File: config.mk
export PLATFORM = sky130hd
export DESIGN_NAME = fifo_flush_reader
export DESIGN_NICKNAME = d
export VERILOG_FILES = /design/src/rtl/fifo_flush_reader.sv
export SDC_FILE = /design/constraint.sdc
export NUM_CORES = 1
export LEC_CHECK = 0
export ABC_AREA = 1
export CORE_UTILIZATION = 45
export DETAILED_ROUTE_END_ITERATION = 6
export PLACE_DENSITY_LB_ADDON = 0.2
export SLEW_MARGIN = 20
export SYNTH_ARGS = -nofsm -noshare
export SYNTH_HDL_FRONTEND = slang
export SYNTH_SLANG_ARGS = --single-unit
File: constraint.sdc
create_clock -name clk -period 5.7 [get_ports clk]
set_input_delay 1.71 -clock clk [delete_from_list [all_inputs] [get_ports clk]]
set_output_delay 1.71 -clock clk [all_outputs]
set_load 0.02 [all_outputs]
File: src/rtl/fifo_flush_reader.sv
// rtl/fifo_flush_reader.sv - flush-initiating nibble FIFO reader with trailing-pad strip and nibble stream
module fifo_flush_reader #(
    parameter logic [3:0] PAD          = 4'hC,
    parameter int         FLUSH_CYCLES = 1,
    parameter int         TIMEOUT      = 16
) (
    input  logic        clk,
    input  logic        reset,
    input  logic        start_i,
    output logic        fifo_flush_o,
    input  logic        fifo_flush_done_i,
    input  logic [31:0] fifo_rd_data_i,
    output logic        nib_valid_o,
    input  logic        nib_ready_i,
    output logic [3:0]  nib_data_o,
    output logic        nib_last_o,
    output logic [31:0] word_o,
    output logic [3:0]  nib_count_o,
    output logic        busy_o,
    output logic        xfer_done_o,
    output logic        timeout_o
);

    // One counter serves both the flush hold time and the wait timeout.
    localparam int CNT_MAX = (TIMEOUT > FLUSH_CYCLES) ? TIMEOUT : FLUSH_CYCLES;
    localparam int CNT_W   = $clog2(CNT_MAX + 1);
    localparam logic [CNT_W-1:0] FLUSH_LAST = CNT_W'(FLUSH_CYCLES - 1);
    localparam logic [CNT_W-1:0] WAIT_LAST  = CNT_W'(TIMEOUT - 1);

    typedef enum logic [2:0] {
        S_IDLE  = 3'd0,
        S_FLUSH = 3'd1,
        S_WAIT  = 3'd2,
        S_EMIT  = 3'd3,
        S_DONE  = 3'd4
    } state_t;

    state_t           state;
    state_t           state_nx;
    logic [CNT_W-1:0] cnt;
    logic [CNT_W-1:0] cnt_nx;
    logic [3:0]       idx;
    logic [3:0]       idx_nx;
    logic [31:0]      word_nx;
    logic [3:0]       count_nx;
    logic [3:0]       cap_count;
    logic [31:0]      shifted;
    logic [3:0]       data_nx;
    logic             flush_nx;
    logic             valid_nx;
    logic             last_nx;
    logic             done_nx;
    logic             timeout_nx;
    logic             handshake;
    logic             emit_last;
    logic             wait_expired;

    // Number of nibbles left after dropping the run of PAD nibbles at the top of the word.
    function automatic logic [3:0] valid_count(input logic [31:0] w);
        logic [3:0] n;
        logic       trailing;
        n        = 4'd8;
        trailing = 1'b1;
        for (int i = 7; i >= 0; i--) begin
            if (trailing && (w[i*4 +: 4] == PAD)) begin
                n = n - 4'd1;
            end else begin
                trailing = 1'b0;
            end
        end
        return n;
    endfunction

    assign cap_count    = valid_count(fifo_rd_data_i);
    assign handshake    = (state == S_EMIT) && nib_valid_o && nib_ready_i;
    assign emit_last    = (idx == (nib_count_o - 4'd1));
    assign wait_expired = (cnt == WAIT_LAST);
    assign busy_o       = (state != S_IDLE);

    // State register.
    always_ff @(posedge clk) begin
        if (!reset) begin
            state <= S_IDLE;
        end else begin
            state <= state_nx;
        end
    end

    // Next-state selection; a flush-done during FLUSH is deliberately not looked at.
    always_comb begin
        state_nx = state;
        case (state)
            S_IDLE: begin
                if (start_i) state_nx = S_FLUSH;
            end
            S_FLUSH: begin
                if (cnt == FLUSH_LAST) state_nx = S_WAIT;
            end
            S_WAIT: begin
                if (fifo_flush_done_i) begin
                    state_nx = (cap_count != 4'd0) ? S_EMIT : S_DONE;
                end else if (wait_expired) begin
                    state_nx = S_DONE;
                end
            end
            S_EMIT: begin
                if (handshake && emit_last) state_nx = S_DONE;
            end
            S_DONE: begin
                state_nx = S_IDLE;
            end
            default: begin
                state_nx = S_IDLE;
            end
        endcase
    end

    // Next values of the registered outputs and datapath, derived from the next state.
    always_comb begin
        word_nx  = word_o;
        count_nx = nib_count_o;
        if ((state == S_WAIT) && fifo_flush_done_i) begin
            word_nx  = fifo_rd_data_i;
            count_nx = cap_count;
        end

        idx_nx = idx;
        if (handshake) idx_nx = idx + 4'd1;
        if (state_nx != S_EMIT) idx_nx = 4'd0;

        cnt_nx = '0;
        if ((state_nx == state) && ((state == S_FLUSH) || (state == S_WAIT))) begin
            cnt_nx = cnt + CNT_W'(1);
        end

        timeout_nx = timeout_o;
        if ((state == S_IDLE) && start_i) timeout_nx = 1'b0;
        if ((state == S_WAIT) && !fifo_flush_done_i && wait_expired) timeout_nx = 1'b1;

        flush_nx = (state_nx == S_FLUSH);
        valid_nx = (state_nx == S_EMIT);
        done_nx  = (state_nx == S_DONE);
        last_nx  = valid_nx && (idx_nx == (count_nx - 4'd1));
        shifted  = word_nx >> {idx_nx[2:0], 2'b00};
        data_nx  = valid_nx ? shifted[3:0] : 4'h0;
    end

    // Output and datapath registers; nothing here sees nib_ready_i combinationally.
    always_ff @(posedge clk) begin
        if (!reset) begin
            cnt          <= '0;
            idx          <= 4'd0;
            word_o       <= 32'h0;
            nib_count_o  <= 4'd0;
            fifo_flush_o <= 1'b0;
            nib_valid_o  <= 1'b0;
            nib_data_o   <= 4'h0;
            nib_last_o   <= 1'b0;
            xfer_done_o  <= 1'b0;
            timeout_o    <= 1'b0;
        end else begin
            cnt          <= cnt_nx;
            idx          <= idx_nx;
            word_o       <= word_nx;
            nib_count_o  <= count_nx;
            fifo_flush_o <= flush_nx;
            nib_valid_o  <= valid_nx;
            nib_data_o   <= data_nx;
            nib_last_o   <= last_nx;
            xfer_done_o  <= done_nx;
            timeout_o    <= timeout_nx;
        end
    end

endmodule
Word-level counts from Yosys, hierarchy flattened
Cells that the tools add are included.
{"block": "op_classes", "n_addsub": 11, "n_eq_ne": 19, "shifts": 1, "n_mux": 28, "reduce_logical": 25}
{"cell": "two-way mux 4 bit", "n": 11}
{"cell": "subtractor 4 x 1 -> 4 bit, second input constant", "n": 9}
{"cell": "equality test 4 bit, second input constant", "n": 8}
{"cell": "two-way mux 32 bit", "n": 1}
{"cell": "right shift 32 x 5 -> 4 bit", "n": 1}
{"cell": "two-way mux 3 bit", "n": 6}
{"cell": "logical AND 1 bit", "n": 16}
{"cell": "one-hot mux 3 bit (4 select lines)", "n": 1}
{"cell": "equality test 3 x 2 -> 1 bit, second input constant", "n": 3}
{"cell": "two-way mux 1 bit", "n": 9}
{"cell": "equality test 4 bit", "n": 2}
{"cell": "equality test 3 x 1 -> 1 bit, second input constant", "n": 2}
{"cell": "adder 5 x 1 -> 5 bit, second input constant", "n": 1}
{"cell": "equality test 5 x 4 -> 1 bit, second input constant", "n": 1}
{"cell": "zero test 5 bit", "n": 1}
{"cell": "adder 4 x 1 -> 4 bit, second input constant", "n": 1}
{"cell": "AND reduction 2 bit", "n": 2}
{"cell": "nonzero test 4 bit", "n": 1}
{"cell": "equality test 3 bit", "n": 1}
{"cell": "equality test 3 bit, second input constant", "n": 1}
{"cell": "zero test 3 bit", "n": 1}
{"cell": "!= test 3 x 2 -> 1 bit, second input constant", "n": 1}
{"cell": "nonzero test 3 bit", "n": 1}
{"cell": "nonzero test 2 bit", "n": 1}
{"cell": "other kinds (2)", "n": 2}
{"block": "word_totals", "register_bits": 57, "inputBits": 37, "out_inout_bits": 46, "elab_cells": 95}

Longest topological paths before layout
{"block": "logic_depth", "word_depth": 24, "ltp_mapped": 38, "ltp_nobuf": 37}

Worst setup path before layout
OpenSTA, ideal clock, no wires.
{"block": "synth_timing", "path_kind": "input to register", "from": "input port fifo_rd_data_i[21]", "to": "register nib_data_o[0]", "setup_ns": 0.113, "arrival_time_ns": 5.222, "required_time_ns": 5.587, "slack_ns": 0.365, "cell_stages": 37, "n_path_buf": 1, "path_cell_list": "inv_1 nand2_1 nor2_2 nand3_2 o21ai_1 nand2_1 ha_1 inv_1 nand3_1 nand2_1 inv_1 ha_1 inv_1 nand2_1 and2_1 ha_1 nand2_1 nand2_1 ha_1 a31o_2 nand2_1 inv_1 nand2_1 nand3_1 nand2_1 inv_2 nor2_2 nand2_2 nand2_4 nand2_8 nand2_8 buf_6 nand2_1 nand3_1 nand2_1 nor2_1 nor2_1"}
{"block": "synth_via", "elab_chain_cells": 20, "elab_cells_between_ends": 32, "classes_between": "5 x add/sub; 3 x eq/ne; 1 x shift; 15 x mux; 8 x reduce/logical"}
{"item": "start, declared", "line": "12", "rtl": "input logic [31:0] fifo_rd_data_i,"}
{"item": "equality test 4 bit *", "line": "65", "rtl": "if (trailing && (w[i*4 +: 4] == PAD)) begin"}
{"item": "logical AND 1 bit *", "line": "65"}
{"item": "two-way mux 4 bit or two-way mux 1 bit (tied branches)", "line": "65"}
{"item": "subtractor 4 x 1 -> 4 bit or logical AND 1 bit (tied branches)", "line": "66, 65"}
{"item": "two-way mux 4 bit or two-way mux 1 bit (tied branches)", "line": "65"}
{"item": "subtractor 4 x 1 -> 4 bit or logical AND 1 bit (tied branches)", "line": "66, 65"}
{"item": "two-way mux 4 bit or two-way mux 1 bit (tied branches)", "line": "65"}
{"item": "subtractor 4 x 1 -> 4 bit or logical AND 1 bit (tied branches)", "line": "66, 65"}
{"item": "[... 4 more ...]"}
{"item": "two-way mux 4 bit *", "line": "65"}
{"item": "nonzero test 4 bit *", "line": "101", "rtl": "state_nx = (cap_count != 4'd0) ? S_EMIT : S_DONE;"}
{"item": "two-way mux 3 bit *", "line": "101"}
{"item": "two-way mux 3 bit *", "line": "100", "rtl": "if (fifo_flush_done_i) begin"}
{"item": "one-hot mux 3 bit (4 select lines) *", "line": "92", "rtl": "case (state)"}
{"item": "!= test 3 x 2 -> 1 bit", "line": "129", "rtl": "if (state_nx != S_EMIT) idx_nx = 4'd0;"}
{"item": "two-way mux 4 bit", "line": "129"}
{"item": "right shift 32 x 5 -> 4 bit", "line": "144", "rtl": "shifted = word_nx >> {idx_nx[2:0], 2'b00};"}
{"item": "end signal, assigned", "line": "168", "rtl": "nib_data_o <= data_nx;"}
{"item": "end, declared", "line": "15", "rtl": "output logic [3:0] nib_data_o,"}
Mark *: on every way between the ends. The rest lies on a longest branch, timed or not.
A chain may end at the register's enable or synchronous reset.

Worst setup path in the final report
{"block": "layout_timing", "from": "input port fifo_rd_data_i[25]", "to": "register nib_data_o[3]"}
{"block": "layout_via", "elab_chain_cells": 22, "elab_cells_between_ends": 36, "classes_between": "6 x add/sub; 3 x eq/ne; 1 x shift; 17 x mux; 9 x reduce/logical"}
{"item": "equality test 4 bit *", "line": "65"}
{"item": "logical AND 1 bit *", "line": "65"}
{"item": "two-way mux 4 bit or two-way mux 1 bit (tied branches)", "line": "65"}
{"item": "subtractor 4 x 1 -> 4 bit or logical AND 1 bit (tied branches)", "line": "66, 65"}
{"item": "two-way mux 4 bit or two-way mux 1 bit (tied branches)", "line": "65"}
{"item": "subtractor 4 x 1 -> 4 bit or logical AND 1 bit (tied branches)", "line": "66, 65"}
{"item": "two-way mux 4 bit or two-way mux 1 bit (tied branches)", "line": "65"}
{"item": "subtractor 4 x 1 -> 4 bit or logical AND 1 bit (tied branches)", "line": "66, 65"}
{"item": "[... 6 more ...]"}
{"item": "two-way mux 4 bit *", "line": "65"}
{"item": "nonzero test 4 bit *", "line": "101"}
{"item": "two-way mux 3 bit *", "line": "101"}
{"item": "two-way mux 3 bit *", "line": "100"}
{"item": "one-hot mux 3 bit (4 select lines) *", "line": "92"}
{"item": "!= test 3 x 2 -> 1 bit", "line": "129"}
{"item": "two-way mux 4 bit", "line": "129"}
{"item": "right shift 32 x 5 -> 4 bit", "line": "144"}
Marked as above.

==> impl_metrics.env <==
export IMPL_status="finished, final reports clean"
export IMPL_netSwitchingFraction_pct=29.8
export IMPL_worstReg2RegEnd="nib_data_o[3]$_SDFF_PN0_"
export IMPL_dp_hpwl_mm=6.67
export IMPL_met1_length_mm=4.51
export IMPL_drv_cap=0
export IMPL_holdWs_ns=0.466
export IMPL_grt_pass1_wl_mm=16.1
export IMPL_period_minus_slack_ns=5.64
export IMPL_clk_latency_ns=0.35
export IMPL_core_area_um2=6910
export IMPL_switchingPower_mw=0.308
export IMPL_syn_area_um2=3270
export IMPL_p_int_mw=0.724
export IMPL_route_detailed_drc=0
export IMPL_max_vdd_ir_drop_v=0.000140
export IMPL_slew_limit_headroom_pct=45.0
export IMPL_reg2reg_slack_ns=2.87
export IMPL_grt_use_total_pct=28.0
export IMPL_synth_cell_types=35
export IMPL_required_ns=5.98
export IMPL_cts_inserted_buffers=9
export IMPL_p_seq_share_pct=40.9
export IMPL_crit_top_cell="nand2_2"
export IMPL_grt_overflow=0
export IMPL_clk_pin_slew_ns=0.07
export IMPL_grt_max_degree=45
export IMPL_p_per_area_nw_per_um2=200
export IMPL_initial_core_util_pct=47.4
export IMPL_initialDrtViolationCount=384
export IMPL_wirelength_mm=11.4
export IMPL_fmaxAchievable_mhz=177
export IMPL_route_met3_wl_um=913
export IMPL_synth_seq_cells=57
export IMPL_max_stage_delay_ns=0.27
export IMPL_die_area_um2=7620
export IMPL_cp_top_family="simple AND/OR/NAND/NOR gates"
export IMPL_hold_start="cnt[0]$_SDFF_PN0_"
export IMPL_path_buf_inv=11
export IMPL_pin_count=83
export IMPL_worst_path_max_delay_cell="ha_4"
export IMPL_tns_ns=0
export IMPL_routabilityCongestion=0.871
export IMPL_final_setup_viol_count=0
export IMPL_worstSetupStartpointType="primary input"
export IMPL_ys_seq_area_share_pct=34.9
export IMPL_firstDrtPassIters=5
export IMPL_avgViaCountPerCell=5.36
export IMPL_top_layer_used="met4"
export IMPL_reg2reg_depth=14
export IMPL_hold_class="reg2reg"
export IMPL_syn_nets=507
export IMPL_ctsLongestPathBuffers=2
export IMPL_cp_end_kind="register"
export IMPL_met2_length_mm=5.33
export IMPL_final_layout_size_suffix_gt1_share_pct=26.9
export IMPL_pre_cts_slack_ns=-0.503
export IMPL_finalCritPeriodShare_pct=98.9
export IMPL_ys_warn_count=0
export IMPL_vias=3866
export IMPL_max_slew_worst_pin_slew_ns=0.820
export IMPL_hold_end="cnt[0]$_SDFF_PN0_"
export IMPL_wl_per_cell_um=15.8
export IMPL_antenna_left=0
export IMPL_rows=30
export IMPL_finClkSkew_ns=0.00991
export IMPL_syn_to_final_growth_pct=57.9
export IMPL_p_leak_nw=2.39
export IMPL_htree_levels=3
export IMPL_layout_setup_ws_ns=0.0607
export IMPL_die_h_um=87.3
export IMPL_drv_slew=0
export IMPL_netlist_instances=460
export IMPL_power_share_clock_pct=36.3
export IMPL_cts_tree="built"
export IMPL_fp_dieW_um=87.3
export IMPL_r2r_start="nib_count_o[0]$_SDFF_PN0_"
export IMPL_power_frac_comb_pct=22.8
export IMPL_final_nets=667
export IMPL_whs_path_depth=1
export IMPL_crit_arrival_ns=5.92
export IMPL_avgSynthCellArea_um2=7.11
export IMPL_cts_root_buf="clkbuf_8"
export IMPL_clock_sinks=57
export IMPL_grt_pass1_vias=3562
export IMPL_antenna_cells=0
export IMPL_antenna_found_initial=0
export IMPL_hold_viol=0
export IMPL_io_buffers=82
export IMPL_worstPathMaxFanout=8
export IMPL_path_class="in2reg"
==> flip-flops by register name, summed over array words and instances, names as in the netlist <==
register,flops
fifo_flush_o,1
xfer_done_o,1
word_o,32
idx,4
nib_count_o,4
nib_valid_o,1
nib_last_o,1
nib_data_o,4
state,3
timeout_o,1
cnt,5
==> worst max-delay path by stage <==
stage                  startpoint                        to  slack, ns  cells after the start
2_1_floorplan  fifo_rd_data_i[21]  nib_data_o[0]$_SDFF_PN0_       0.36                     37
3_3_place_gp   fifo_rd_data_i[26]  nib_data_o[1]$_SDFF_PN0_      -0.38                     36
3_5_place_dp   fifo_rd_data_i[27]     nib_last_o$_SDFF_PN0_      -0.50                     36
4_1_cts        fifo_rd_data_i[22]  nib_data_o[1]$_SDFF_PN0_      0.006                     36
5_1_grt        fifo_rd_data_i[24]  nib_data_o[1]$_SDFF_PN0_      -0.14                     36
6_report       fifo_rd_data_i[25]  nib_data_o[3]$_SDFF_PN0_       0.06                     38
==> placed cells by master, fill, tap and decap left out, types with 2 or more instances in the layout <==
master | netlist | routed
clkdlybuf4s50_1 | 0 | 66
clkdlybuf4s15_1 | 0 | 3
dfxtp_1 | 57 | 57
clkbuf_1 | 9 | 2
a21oi_1 | 7 | 6
o21ai_1 | 3 | 2
nand2_4 | 1 | 5
nand3_2 | 1 | 3
nand2_1 | 94 | 80
buf_4 | 0 | 72
nor2_2 | 6 | 10
o21ai_2 | 0 | 3
clkinv_1 | 4 | 4
nor2_1 | 74 | 66
o21ai_0 | 15 | 13
nand3_4 | 1 | 2
xor2_1 | 9 | 9
buf_6 | 4 | 4
nand2_2 | 5 | 17
or2_2 | 7 | 7
ha_4 | 0 | 2
nand4_1 | 5 | 5
inv_1 | 48 | 41
nor3_1 | 5 | 4
clkinv_2 | 0 | 2
nand2_8 | 3 | 5
nor3_2 | 2 | 2
clkbuf_8 | 0 | 9
inv_2 | 1 | 8
nand3_1 | 52 | 49
mux2i_1 | 22 | 22
ha_1 | 10 | 7
dlymetal6s2s_1 | 0 | 12
nor2_4 | 4 | 8
xnor2_1 | 3 | 3
==> power groups by stage <==
stage | Clock (mW) | Sequential [mW] | Combinational [mW]
after floorplan | 0 | 0.445 | 0.0928
final | 0.374 | 0.422 | 0.236
after global routing | 0.393 | 0.423 | 0.252
after CTS | 0.372 | 0.422 | 0.217
after detailed placement | 0 | 0.431 | 0.196
after global placement | 0 | 0.430 | 0.193
==> worst register-to-register path, stage by stage, from the launching register on <==
cell     delay [ns]
dfxtp_1        0.41
inv_1          0.09
ha_1           0.21
xnor2_1        0.13
xor2_1         0.14
nor4_1         0.27
nand2_1        0.16
nand3_1        0.44
nand2_8        0.24
nand2_8        0.16
buf_6          0.12
nand3_1        0.10
nand3_1        0.11
nand2_1        0.07
nor2_1         0.12
==> cells by family (layout without fill, tap and decap cells) <==
kind of cell	count (synthesis)	in the layout	share of synthesized area (%)
simple gates	265	269	38.4
buf+inv	67	228	8.68
flops	57	57	34.9
compound gates	27	27	4.28
mux	22	22	6.73
xor+xnor	12	12	3.21
fa+ha+maj	10	10	3.82
==> per-layer routing <==
metal	vias to the layer above	track usage, %
li1	1798	-
met4	0	17.0
met1	1773	33.6
met3	73	5.50
met2	222	46.1
met5	-	0
==> metrics by stage <==
| stage | instances | util [%] | area [µm²] | power, mW |
|---|---|---|---|---|
| finish | 721 | 74.8 | 5170 | 1.03 |
| global route | 721 | 74.8 | 5170 | 1.07 |
| CTS | 717 | 71.6 | 4950 | 1.01 |
| detailed placement | 662 | 63.9 | 4420 | 0.626 |
| global placement | 662 | 63.9 | 4420 | 0.623 |
| floorplan | 460 | - | 3270 | 0.537 |
==> what timing repair did <==
item | 4_1_cts | 5_1_grt
setup endpoints to repair | 11 | 20
cloned | 4 | 0
setup buffers | 35 | 4
hold buffers | 0 | 0
gates resized for setup | 18 | 59
pin swaps | 15 | 24
==> synthesized netlist by cell type <==
| cell type | number | area [µm²] |
|---|---|---|
| nand2_1 | 94 | 353 |
| nor2_1 | 74 | 278 |
| dfxtp_1 | 57 | 1140 |
| nand3_1 | 52 | 260 |
| inv_1 | 48 | 180 |
| mux2i_1 | 22 | 220 |
| o21ai_0 | 15 | 75.1 |
| ha_1 | 10 | 125 |
| clkbuf_1 | 9 | 33.8 |
| xor2_1 | 9 | 78.8 |
| a21oi_1 | 7 | 35.0 |
| or2_2 | 7 | 43.8 |
| nor2_2 | 6 | 37.5 |
| nand2_2 | 5 | 31.3 |
| nand4_1 | 5 | 31.3 |
| nor3_1 | 5 | 25.0 |
| buf_6 | 4 | 45.0 |
| clkinv_1 | 4 | 15.0 |
| nor2_4 | 4 | 45.0 |
| nand2_8 | 3 | 60.1 |
| o21ai_1 | 3 | 15.0 |
| xnor2_1 | 3 | 26.3 |
| nor3_2 | 2 | 20.0 |
| a31o_2 | 1 | 8.76 |
| a31oi_1 | 1 | 6.26 |
| and2_1 | 1 | 6.26 |
| and3_1 | 1 | 6.26 |
| inv_2 | 1 | 3.75 |
| inv_4 | 1 | 6.26 |
| nand2_4 | 1 | 11.3 |
| nand3_2 | 1 | 10.0 |
| nand3_4 | 1 | 17.5 |
| nand3b_1 | 1 | 7.51 |
| nor4_1 | 1 | 6.26 |
| or2_1 | 1 | 6.26 |
==> cell type report <==
cell class,instances,area (µm²)
Clock buffer,11,131
Clock inverter,5,56.3
Fill cell,509,1740
Inverter,54,210
Multi-Input combinational cell,340,2070
Sequential cell,57,1140
Tap cell,96,120
Timing Repair Buffer,158,1440
Note: power is estimated with default switching activity, not from simulation.
